===== src/rtl/mux_2to1_buf.sv =====
// Merges two valid-qualified byte lanes into one registered stream on clk_2f.
// Each lane is buffered by a small FIFO; a round-robin arbiter drains one word per cycle.
module mux_2to1_buf #(
  parameter int DATA_WIDTH = 8,
  parameter int FIFO_DEPTH = 4,
  parameter int ADDR_WIDTH = 2
) (
  input  logic                  clk_2f,
  input  logic                  reset,
  input  logic [DATA_WIDTH-1:0] data_in_0,
  input  logic                  valid_in_0,
  input  logic [DATA_WIDTH-1:0] data_in_1,
  input  logic                  valid_in_1,
  output logic [DATA_WIDTH-1:0] data_mux,
  output logic                  valid_mux,
  output logic                  fifo_full_0,
  output logic                  fifo_full_1,
  output logic                  fifo_empty_0,
  output logic                  fifo_empty_1,
  output logic                  overflow_err
);

  localparam logic [ADDR_WIDTH:0] FULL_CNT = (ADDR_WIDTH+1)'(FIFO_DEPTH);
  localparam logic [ADDR_WIDTH:0] PTR_ONE  = (ADDR_WIDTH+1)'(1);

  logic [DATA_WIDTH-1:0] mem0_q [FIFO_DEPTH];
  logic [DATA_WIDTH-1:0] mem1_q [FIFO_DEPTH];

  logic [ADDR_WIDTH:0]   wptr0_q, rptr0_q, wptr1_q, rptr1_q;
  logic [ADDR_WIDTH:0]   cnt0, cnt1;
  logic                  full0, full1, empty0, empty1;
  logic                  rd0, rd1, wr0, wr1, drop;

  logic                  last_sel_q, last_sel_d;
  logic [DATA_WIDTH-1:0] data_q, data_d;
  logic                  valid_q, valid_d;
  logic                  ovf_q, ovf_d;

  // Occupancy from pointers; the extra MSB separates full from empty.
  assign cnt0   = wptr0_q - rptr0_q;
  assign cnt1   = wptr1_q - rptr1_q;
  assign full0  = (cnt0 == FULL_CNT);
  assign full1  = (cnt1 == FULL_CNT);
  assign empty0 = (cnt0 == '0);
  assign empty1 = (cnt1 == '0);

  always_comb begin
    rd0 = 1'b0;
    rd1 = 1'b0;
    if (!empty0 && !empty1) begin
      rd0 = last_sel_q;
      rd1 = !last_sel_q;
    end else begin
      rd0 = !empty0;
      rd1 = !empty1;
    end
  end

  // A full lane still accepts a write when the arbiter frees its head slot this edge.
  assign wr0  = valid_in_0 && (!full0 || rd0);
  assign wr1  = valid_in_1 && (!full1 || rd1);
  assign drop = (valid_in_0 && full0 && !rd0) || (valid_in_1 && full1 && !rd1);

  always_comb begin
    data_d     = '0;
    valid_d    = 1'b0;
    last_sel_d = last_sel_q;
    ovf_d      = ovf_q | drop;
    if (rd0) begin
      data_d     = mem0_q[rptr0_q[ADDR_WIDTH-1:0]];
      valid_d    = 1'b1;
      last_sel_d = 1'b0;
    end else if (rd1) begin
      data_d     = mem1_q[rptr1_q[ADDR_WIDTH-1:0]];
      valid_d    = 1'b1;
      last_sel_d = 1'b1;
    end
  end

  always_ff @(posedge clk_2f) begin
    if (reset) begin
      wptr0_q    <= '0;
      rptr0_q    <= '0;
      wptr1_q    <= '0;
      rptr1_q    <= '0;
      last_sel_q <= 1'b1;
      data_q     <= '0;
      valid_q    <= 1'b0;
      ovf_q      <= 1'b0;
    end else begin
      if (wr0) wptr0_q <= wptr0_q + PTR_ONE;
      if (rd0) rptr0_q <= rptr0_q + PTR_ONE;
      if (wr1) wptr1_q <= wptr1_q + PTR_ONE;
      if (rd1) rptr1_q <= rptr1_q + PTR_ONE;
      last_sel_q <= last_sel_d;
      data_q     <= data_d;
      valid_q    <= valid_d;
      ovf_q      <= ovf_d;
    end
  end

  // Storage arrays carry no reset; stale contents are unreachable once pointers clear.
  always_ff @(posedge clk_2f) begin
    if (wr0) mem0_q[wptr0_q[ADDR_WIDTH-1:0]] <= data_in_0;
    if (wr1) mem1_q[wptr1_q[ADDR_WIDTH-1:0]] <= data_in_1;
  end

  assign data_mux     = data_q;
  assign valid_mux    = valid_q;
  assign overflow_err = ovf_q;
  assign fifo_full_0  = full0;
  assign fifo_full_1  = full1;
  assign fifo_empty_0 = empty0;
  assign fifo_empty_1 = empty1;

endmodule


===== config.mk =====
export PLATFORM = sky130hd
export DESIGN_NAME = mux_2to1_buf
export DESIGN_NICKNAME = d
export VERILOG_FILES = /design/src/rtl/mux_2to1_buf.sv
export SDC_FILE = /design/constraint.sdc
export NUM_CORES = 1
export LEC_CHECK = 0
export CAP_MARGIN = 20
export CORE_UTILIZATION = 60
export CTS_CLUSTER_SIZE = 20
export DETAILED_ROUTE_END_ITERATION = 10
export GPL_TIMING_DRIVEN = 0
export PLACE_DENSITY = 0.83
export SYNTH_ARGS = -nofsm -noshare
export SYNTH_HDL_FRONTEND = slang
export SYNTH_SLANG_ARGS = --single-unit

===== constraint.sdc =====
create_clock -name clk_2f -period 4.8 [get_ports clk_2f]
set_input_delay 1.44 -clock clk_2f [delete_from_list [all_inputs] [get_ports clk_2f]]
set_output_delay 1.44 -clock clk_2f [all_outputs]
set_load 0.01 [all_outputs]

# Yosys cells after proc, flatten, opt, wreduce, memory -nomap -nowiden
# Memories as Yosys holds them, arrays and structs flattened. A register that Yosys moved wholly into a read port is not among the register bits.
# Index checks and enable logic that the tools add are counted.
[word_totals]
latchBits = 0
wordCells = 55
in_bits = 20
rom_bits = 0
mem_bits_rw = 64
register_bits = 23
mem_count = 2
[op_classes]
mux = 16
addsub = 6
div_mod_pow = 0
shifts = 0
reduce_logical = 20
bitwise = 1
eq_ne = 2
n_mul = 0
n_lt_le_gt_ge = 0
[mem_list]
columns = ["name", "depth", "width", "rd", "rd_clocked_by_memory_dff", "write_ports", "line", "source"]
rows = [
  ["mem0_q", 4, 8, 1, 1, 1, "26", "logic [DATA_WIDTH-1:0] mem0_q [FIFO_DEPTH];"],
  ["mem1_q", 4, 8, 1, 1, 1, "27", "logic [DATA_WIDTH-1:0] mem1_q [FIFO_DEPTH];"],
]
[ops]
columns = ["operator", "count"]
rows = [
  ["$mux 8", 2],
  ["$add 3x1->3 const B", 4],
  ["$mux 1", 10],
  ["$mux 2", 4],
  ["$logic_and 1x1->1", 7],
  ["$logic_not 1->1", 7],
  ["$eq 3x3->1 const B", 2],
  ["$logic_not 3->1", 2],
  ["$sub 3x3->3", 2],
  ["$logic_or 1x1->1", 3],
  ["$reduce_bool 2->1", 1],
  ["$or 1x1->1", 1],
]

# Logic depth before layout (Yosys ltp)
# Gate-level depths: netlist of run 1.
[depth]
word_depth = 9
ltp_mapped = 8
mapped_depth_nobuf = 7

# Worst setup path before layout of run 1
# OpenSTA, ideal clock, no wires.
[synth_timing]
path_type = "register -> output"
from = "register wptr0_q[0]"
to = "output port fifo_full_0"
t_required_ns = 3.360
setup_slack_ns = 2.056
path_stages_with_launch = 6
arrival_time_ns = 1.304
n_path_buf = 0
path_cell_list = "dfxtp_1 > inv_1 > ha_1 > nor2b_1 > xnor2_2 > nor2b_1"
[synth_via]
elab_chain_cells = 2
[synth_lines]
columns = ["item", "line", "source"]
rows = [
  ["start, declared", "29", "logic [ADDR_WIDTH:0] wptr0_q, rptr0_q, wptr1_q, rptr1_q;"],
  ["start signal, assigned", "91", "if (wr0) wptr0_q <= wptr0_q + PTR_ONE;"],
  ["$sub 3x3->3", "40", "assign cnt0 = wptr0_q - rptr0_q;"],
  ["$eq 3x3->1", "42", "assign full0 = (cnt0 == FULL_CNT);"],
  ["end, declared", "16", "output logic fifo_full_0,"],
]
# No other way between the ends.

# Worst setup path after layout of run 1
[layout_timing]
from = "register wptr1_q[0]"
to = "output port fifo_empty_1"
[layout_via]
elab_chain_cells = 2
[layout_lines]
columns = ["item", "line", "source"]
rows = [
  ["start, declared", "29", ""],
  ["start signal, assigned", "93", "if (wr1) wptr1_q <= wptr1_q + PTR_ONE;"],
  ["$sub 3x3->3", "41", "assign cnt1 = wptr1_q - rptr1_q;"],
  ["$logic_not 3->1", "45", "assign empty1 = (cnt1 == '0);"],
  ["end, declared", "19", "output logic fifo_empty_1,"],
]
# No other way between the ends.

==> reports/qor.yml, run 1 <==
run_status:
  status: "completed"
layout:
  final_common_cell: "edfxtp_1"
  post_route_cells_drive_above_1_share_pct: 15.1
  num_antenna_cells: 0
  area_growth_syn_to_layout_pct: 16.3
  finalNetCount: 321
  layout.cells.most_common_list: "64 x edfxtp_1, 33 x clkdlybuf4s50_1, 29 x inv_1"
  utilization_after_layout_pct: 72.6
timing:
  max_freq_mhz: 263
  worst_pin_slew_ps: 886
  report.final.hold_viol_count: 0
  unrepaired_setup_endpoints_after_global_routing: "false"
  tns_ps: 0
  fin_crit_ps: 3810
  postLayoutSetupSlackWorst_ps: 993
  max-slew-margin-rel_pct: 40.5
  drv_slew: 0
  share_of_the_clock_period_used_by_the_worst_path_after_layout_pct: 79.3
  fin_worst_skew_ps: 5.24
  setup-violations-final: 0
cts:
  cts_root_buffer: "clkbuf_8"
  cts.repair_timing.setup_buffer_count: 0
  numClockSinks: 91
  clock_tree.htree_level_count: 3
  cts_tree: "done"
  cts_resized: 0
  ctsLongestPathBuffers: 2
  worst_setup_hold_path_clk_slew_ps: 80
  cts_inserted_buffers: 9
  worst_skew_pair.late_latency_ps: 350
  cts_hold_repair.buffers: 0
synthesis:
  synth.lib_cells_used.distinct: 40
  yosysWarningCount: 0
  ys_seq_elements: 91
  yosys_most_used_dff: "edfxtp_1"
  seq_area_frac_synth_pct: 66.6
  syn_avg_cell_area_um2: 15.3
  synthDominantAreaCellType: "edfxtp_1"
  syn_area_um2: 3700
  edff_count_synth: 64
  syn-instance-count: 241
  netlist.area_leader.share_pct: 52.0
  synthArstFlopShare_pct: 0
  synthesis.nets: 275
  netlist_top_cells_area: "edfxtp_1 52%, dfxtp_1 15%, mux4_2 9.7%"
placement:
  dp_slack_ps: 1300
  place.port_buffers: 33
  dpl_wire_length_mm: 4.68
  gp_routability_congestion: 0.802
route:
  first_pass_iteration_count_of_the_detailed_router: 4
  drt-initial-drc-count: 99
  route.final.wire_length_mm: 6.45
  detail_route.wl_per_cell_um: 17.6
  dr_total_vias: 2051
  remaining_drc_errors: 0
  vias_per_cell: 5.60
  ant_nets: 0
worst_setup_path:
  cp-end-kind: "output pin"
  worst_ep_arrival_time_ps: 2370
  timing.critical_path.from_type: "register"
  timing.critical_path.required_ps: 3360
  cp_max_fo: 7
  critPathKind: "reg2out"
global_route:
  grt.total_usage_pct: 21.3
  grt_start_max_net_pins: 16
  global_route_wire_length_before_repair_mm: 9.80
  grt_pass1_vias: 2082
  grt_antenna_before_repair: 0
  grt_remaining_overflow: 0
hold_path:
  worst_hold_path_type: "reg2reg"
die:
  placeableCoreArea_um2: 5920
  start_util_pct: 62.4
  floorplan.die_area_um2: 6480
  die-height_um: 80.5
  fp.dieW_um: 80.5
  rows: 28
  pin_count: 34
job:
  timing.max_cap.violations: 0
power_and_ir_drop:
  total_power_density_per_cell_area_nw_per_um2: 480
  irDropWorstVdd_mv: 0.342
  leakage_nw: 1.56
-- final cells by class --
class	count	area, um2
Clock buffer	9	124
Timing Repair Buffer	35	345
Multi-Input combinational cell	114	1090
Buffer	7	36.3
Clock inverter	6	40.0
Inverter	29	109
Sequential cell	91	2460
Fill cell	370	1620
Tap cell	75	93.8
-- through the flow --
stage | cells | total power (W) | instance area [um2] | hold WS (ps)
after global routing | 366 | 0.00217 | 4300 | 545
final | 366 | 0.00206 | 4300 | 511
after global placement | 349 | 0.00161 | 4120 | 460
after CTS | 366 | 0.00208 | 4300 | 525
after detailed placement | 351 | 0.00164 | 4140 | 506
after floorplan | 241 | 0.00141 | 3700 | 480
-- state kept, by name (all words and copies together) (netlist names), named ones only --
register and count:
data_mux 8, last_sel_q 1, mem0_q 32, mem1_q 32, overflow_err 1, rptr0_q 3
rptr1_q 3, valid_mux 1, wptr0_q 3, wptr1_q 3
-- routing by layer --
metal | GRT usage (%) | wire, um | up-vias | share of wire, %
met2 | 36.7 | 3310 | 46 | 51
met5 | 0 | 0 | - | 0
met3 | 5.23 | 275 | 6 | 4.3
li1 | - | - | 998 | -
met1 | 26.4 | 2790 | 1001 | 43
met4 | 6.43 | 74 | 0 | 1.1
-- kinds of logic (layout without fill, tap and decap cells) --
group,count (synthesis),in the layout,share of synthesized area (%)
adder cells (fa/ha/maj),14,14,4.74
AO/OA/AOI/OAI,39,39,6.84
XOR/XNOR,5,5,1.79
AND/OR/NAND/NOR,39,39,6.03
multiplexers,17,17,10.1
flip-flops,91,91,66.6
buffers and inverters,36,86,3.93
-- synth_stat cells, types with 2 or more instances --
cell type	instances
ha_1	14
edfxtp_1	64
o22ai_1	7
mux4_2	16
o21ai_0	9
o31ai_1	3
and2_1	2
or4_1	2
nand2_1	3
inv_1	29
and3_1	6
nor3_1	2
nor2_1	7
or3_1	2
nor2b_1	4
nand2b_1	2
dfxtp_1	27
a21oi_1	10
clkbuf_1	4
nand3_1	5
buf_2	2
xnor2_2	3
-- critical path: stages (launching register included) --
cell and delay, ps:
dfxtp_1 350, inv_1 130, ha_1 150, nor2b_1 220
xor2_1 280, nand2_1 210, inv_1 130, clkdlybuf4s50_1 540
-- path summary, 6_finish.rpt --
| kind | from | end | slack, ps | depth (start not counted) |
|---|---|---|---|---|
| setup reg to reg | wptr0_q[0] | mem1_q[3][2] | 2190 | 7 |
| hold reg to reg | overflow_err | overflow_err | 510 | 2 |
| hold / removal | overflow_err | overflow_err | 510 | 2 |
| setup / recovery | wptr1_q[0] | fifo_empty_1 | 990 | 7 |
-- power breakdown --
| group | leakage (nW) | total, W | internal (W) | switching [W] |
|---|---|---|---|---|
| sequential | 0.810 | 0.000978 | 0.000938 | 0.0000403 |
| combinational | 0.662 | 0.000643 | 0.000301 | 0.000342 |
| clock | 0.0856 | 0.000442 | 0.000186 | 0.000256 |
| total | 1.56 | 0.00206 | 0.00143 | 0.000638 |
(Power assumes the default switching activity.)
==> run 2, diff against run 1 <==
Settings changed: CORE_UTILIZATION 60 to 56, PLACE_DENSITY 0.83 to 0.78.
Clock period 4.8 ns to 3.9 ns, I/O delays scaled along.
==> run 2 against run 1 <==
Final cell count is 0.55% higher. Flip-flop and latch count stayed put. Die area is 7.0% higher. Worst setup slack worse by 600 ps. Register-to-register slack worse by 820 ps. Global-route usage is 0.87 points lower. Final area is 0.55% higher. Combinational power is 23% higher. Critical endpoint unchanged. Clock power is 38% higher.
==> reports/qor.yml, run 2 (same netlist as run 1, synthesis figures left out) <==
run_status:
  status: "completed"  # unchanged
cts:
  ctsLongestPathBuffers: 2  # unchanged
  cts_resized: 0  # unchanged
  clock_tree.htree_level_count: 3  # unchanged
  cts_hold_repair.buffers: 0  # unchanged
  numClockSinks: 91  # unchanged
  worst_skew_pair.late_latency_ps: 360  # was 350 ps
  cts.repair_timing.setup_buffer_count: 0  # unchanged
  worst_setup_hold_path_clk_slew_ps: 80  # about the same
  cts_root_buffer: "clkbuf_8"  # unchanged
  cts_inserted_buffers: 9  # unchanged
  cts_tree: "done"  # unchanged
route:
  first_pass_iteration_count_of_the_detailed_router: 4  # unchanged
  vias_per_cell: 5.68  # was 5.60
  detail_route.wl_per_cell_um: 17.3  # was 17.6 um
  dr_total_vias: 2090  # was 2051
  drt-initial-drc-count: 92  # was 99
  ant_nets: 0  # unchanged
  route.final.wire_length_mm: 6.35  # was 6.45 mm
  remaining_drc_errors: 0  # unchanged
die:
  floorplan.die_area_um2: 6930  # was 6480 um2
  start_util_pct: 58.2  # was 62.4%
  rows: 29  # was 28
  placeableCoreArea_um2: 6350  # was 5920 um2
  fp.dieW_um: 83.2  # was 80.5 um
  die-height_um: 83.2  # was 80.5 um
  pin_count: 34  # unchanged
power_and_ir_drop:
  p_sw_share_pct: 30.2  # was 30.9%
  leakage_nw: 1.57  # was 1.56 nW
  total_power_density_per_cell_area_nw_per_um2: 603  # was 480 nW/um2
  irDropWorstVdd_mv: 0.413  # was 0.342 mV
  power.sequential.fraction_pct: 46.2  # was 47.4%
  net_switching_power_figure_w: 0.000785  # was 0.000638 W
  clock_power_share_pct: 23.5  # was 21.4%
  power.combinational.fraction_pct: 30.3  # was 31.2%
  internal-power_w: 0.00182  # was 0.00143 W
layout:
  area_growth_syn_to_layout_pct: 17.0  # was 16.3%
  num_antenna_cells: 0  # unchanged
  final_area_um2: 4320  # was 4300 um2
  layout.cells.most_common_list: "64 x edfxtp_1, 33 x clkdlybuf4s50_1, 29 x inv_1"  # unchanged
  post_route_cells_drive_above_1_share_pct: 14.8  # was 15.1%
  finalNetCount: 321  # unchanged
  final_common_cell: "edfxtp_1"  # unchanged
  instances_no_fill: 368  # was 366
  layout.filler_cells: 437  # was 370
job:
  timing.max_cap.violations: 0  # unchanged
global_route:
  grt.total_usage_pct: 20.4  # was 21.3%
  global_route_wire_length_before_repair_mm: 10.4  # was 9.80 mm
  grt_remaining_overflow: 0  # unchanged
  grt_antenna_before_repair: 0  # unchanged
  grt_pass1_vias: 2161  # was 2082
  grt_start_max_net_pins: 16  # unchanged
worst_setup_path:
  timing.critical_path.slowest_cell_delay_ps: 550  # was 540 ps
  timing.critical_path.from_type: "register"  # unchanged
  critical-path-slowest-cell: "clkdlybuf4s50_1"  # unchanged
  cp-end-kind: "output pin"  # unchanged
  cp_max_fo: 7  # unchanged
  timing.critical_path.required_ps: 2730  # was 3360 ps
  critPathMostFrequentCell: "inv_1"  # unchanged
  reg2regPathDepth: 7  # unchanged
  critical_path_cell_by_cell: "inv_1 -> ha_1 -> nor2b_1 -> xor2_1 -> nand2_1 -> inv_1 -> clkdlybuf4s50_1"  # unchanged
  worst_ep_arrival_time_ps: 2340  # was 2370 ps
  critPathKind: "reg2out"  # unchanged
timing:
  share_of_the_clock_period_used_by_the_worst_path_after_layout_pct: 90.0
  worst_pin_slew_ps: 722  # was 886 ps
  max-slew-margin-rel_pct: 51.5  # was 40.5%
  tns_ps: 0  # unchanged
  fin_hold_ws_ps: 507  # was 511 ps
  fin_worst_skew_ps: 10.3  # was 5.24 ps
  fin_crit_ps: 3510
  report.final.hold_viol_count: 0  # unchanged
  setup-violations-final: 0  # unchanged
  drv_slew: 0  # unchanged
  postLayoutSetupSlackWorst_ps: 390  # was 993 ps
  max_freq_mhz: 285
  unrepaired_setup_endpoints_after_global_routing: "false"  # unchanged
placement:
  gp_routability_congestion: 0.805  # was 0.802
  dpl_wire_length_mm: 4.56  # was 4.68 mm
  dp_slack_ps: 712  # was 1300 ps
  place.port_buffers: 33  # unchanged
  dpl.cell_count: 353  # was 351
  placement.cell_area_um2: 4140  # unchanged
hold_path:
  worst_hold_path_type: "reg2reg"  # unchanged
  whs_path_depth: 2  # unchanged
## run 2: area by class of cell
cell class,count,area [um2],share of cell area [%]
repair buffers,35,343,7.93
clock buffers,9,124,2.87
inverters,29,109,2.52
clock inverters,6,63.8,1.48
flip-flops and latches,91,2460,57.0
multi-input cells,114,1090,25.2
well taps,77,96.3,2.23
plain buffers,7,36.3,0.839
## run 2: per-stage QoR
step	utilization [%]	power [W]
finish	68.1	0.00260
global route	68.1	0.00275
CTS	68.1	0.00263
detailed placement	65.1	0.00202
global placement	64.9	0.00199
floorplan	-	0.00174
## run 2: worst max-delay path: cells and delay by family, from the launching register on
kind                       cells  cell delay [ps]
xor gates and xnor gates       1              270
buffers and inverters          3              800
DFF                            1              350
and+or+nand+nor                2              430
adders and majority gates      1              150
## run 2: path summary, 6_finish.rpt
| check | from | endpoint | slack (ps) |
|---|---|---|---|
| worst min-delay path | overflow_err | overflow_err | 510 |
| worst max register to register | wptr0_q[0] | mem1_q[3][6] | 1370 |
| worst min register to register | overflow_err | overflow_err | 510 |
| worst max-delay path | wptr1_q[0] | fifo_empty_1 | 390 |
## run 2: metal layers
layer,wire (um),up-vias,GRT usage (%),part of all wire [%]
li1,-,1001,-,-
met1,2850,1033,26.8,45
met2,3100,44,31.1,49
met3,245,12,5.17,3.9
met4,149,0,11.6,2.3
met5,0,-,0,0
## run 2: power groups by stage
stage	clock (W)	combinational [W]	sequential [W]
2_1_floorplan	0	0.000515	0.00123
3_3_place_gp	0	0.000771	0.00122
3_5_place_dp	0	0.000795	0.00122
4_1_cts	0.000625	0.000799	0.00120
5_1_grt	0.000663	0.000868	0.00122
6_report	0.000611	0.000789	0.00120
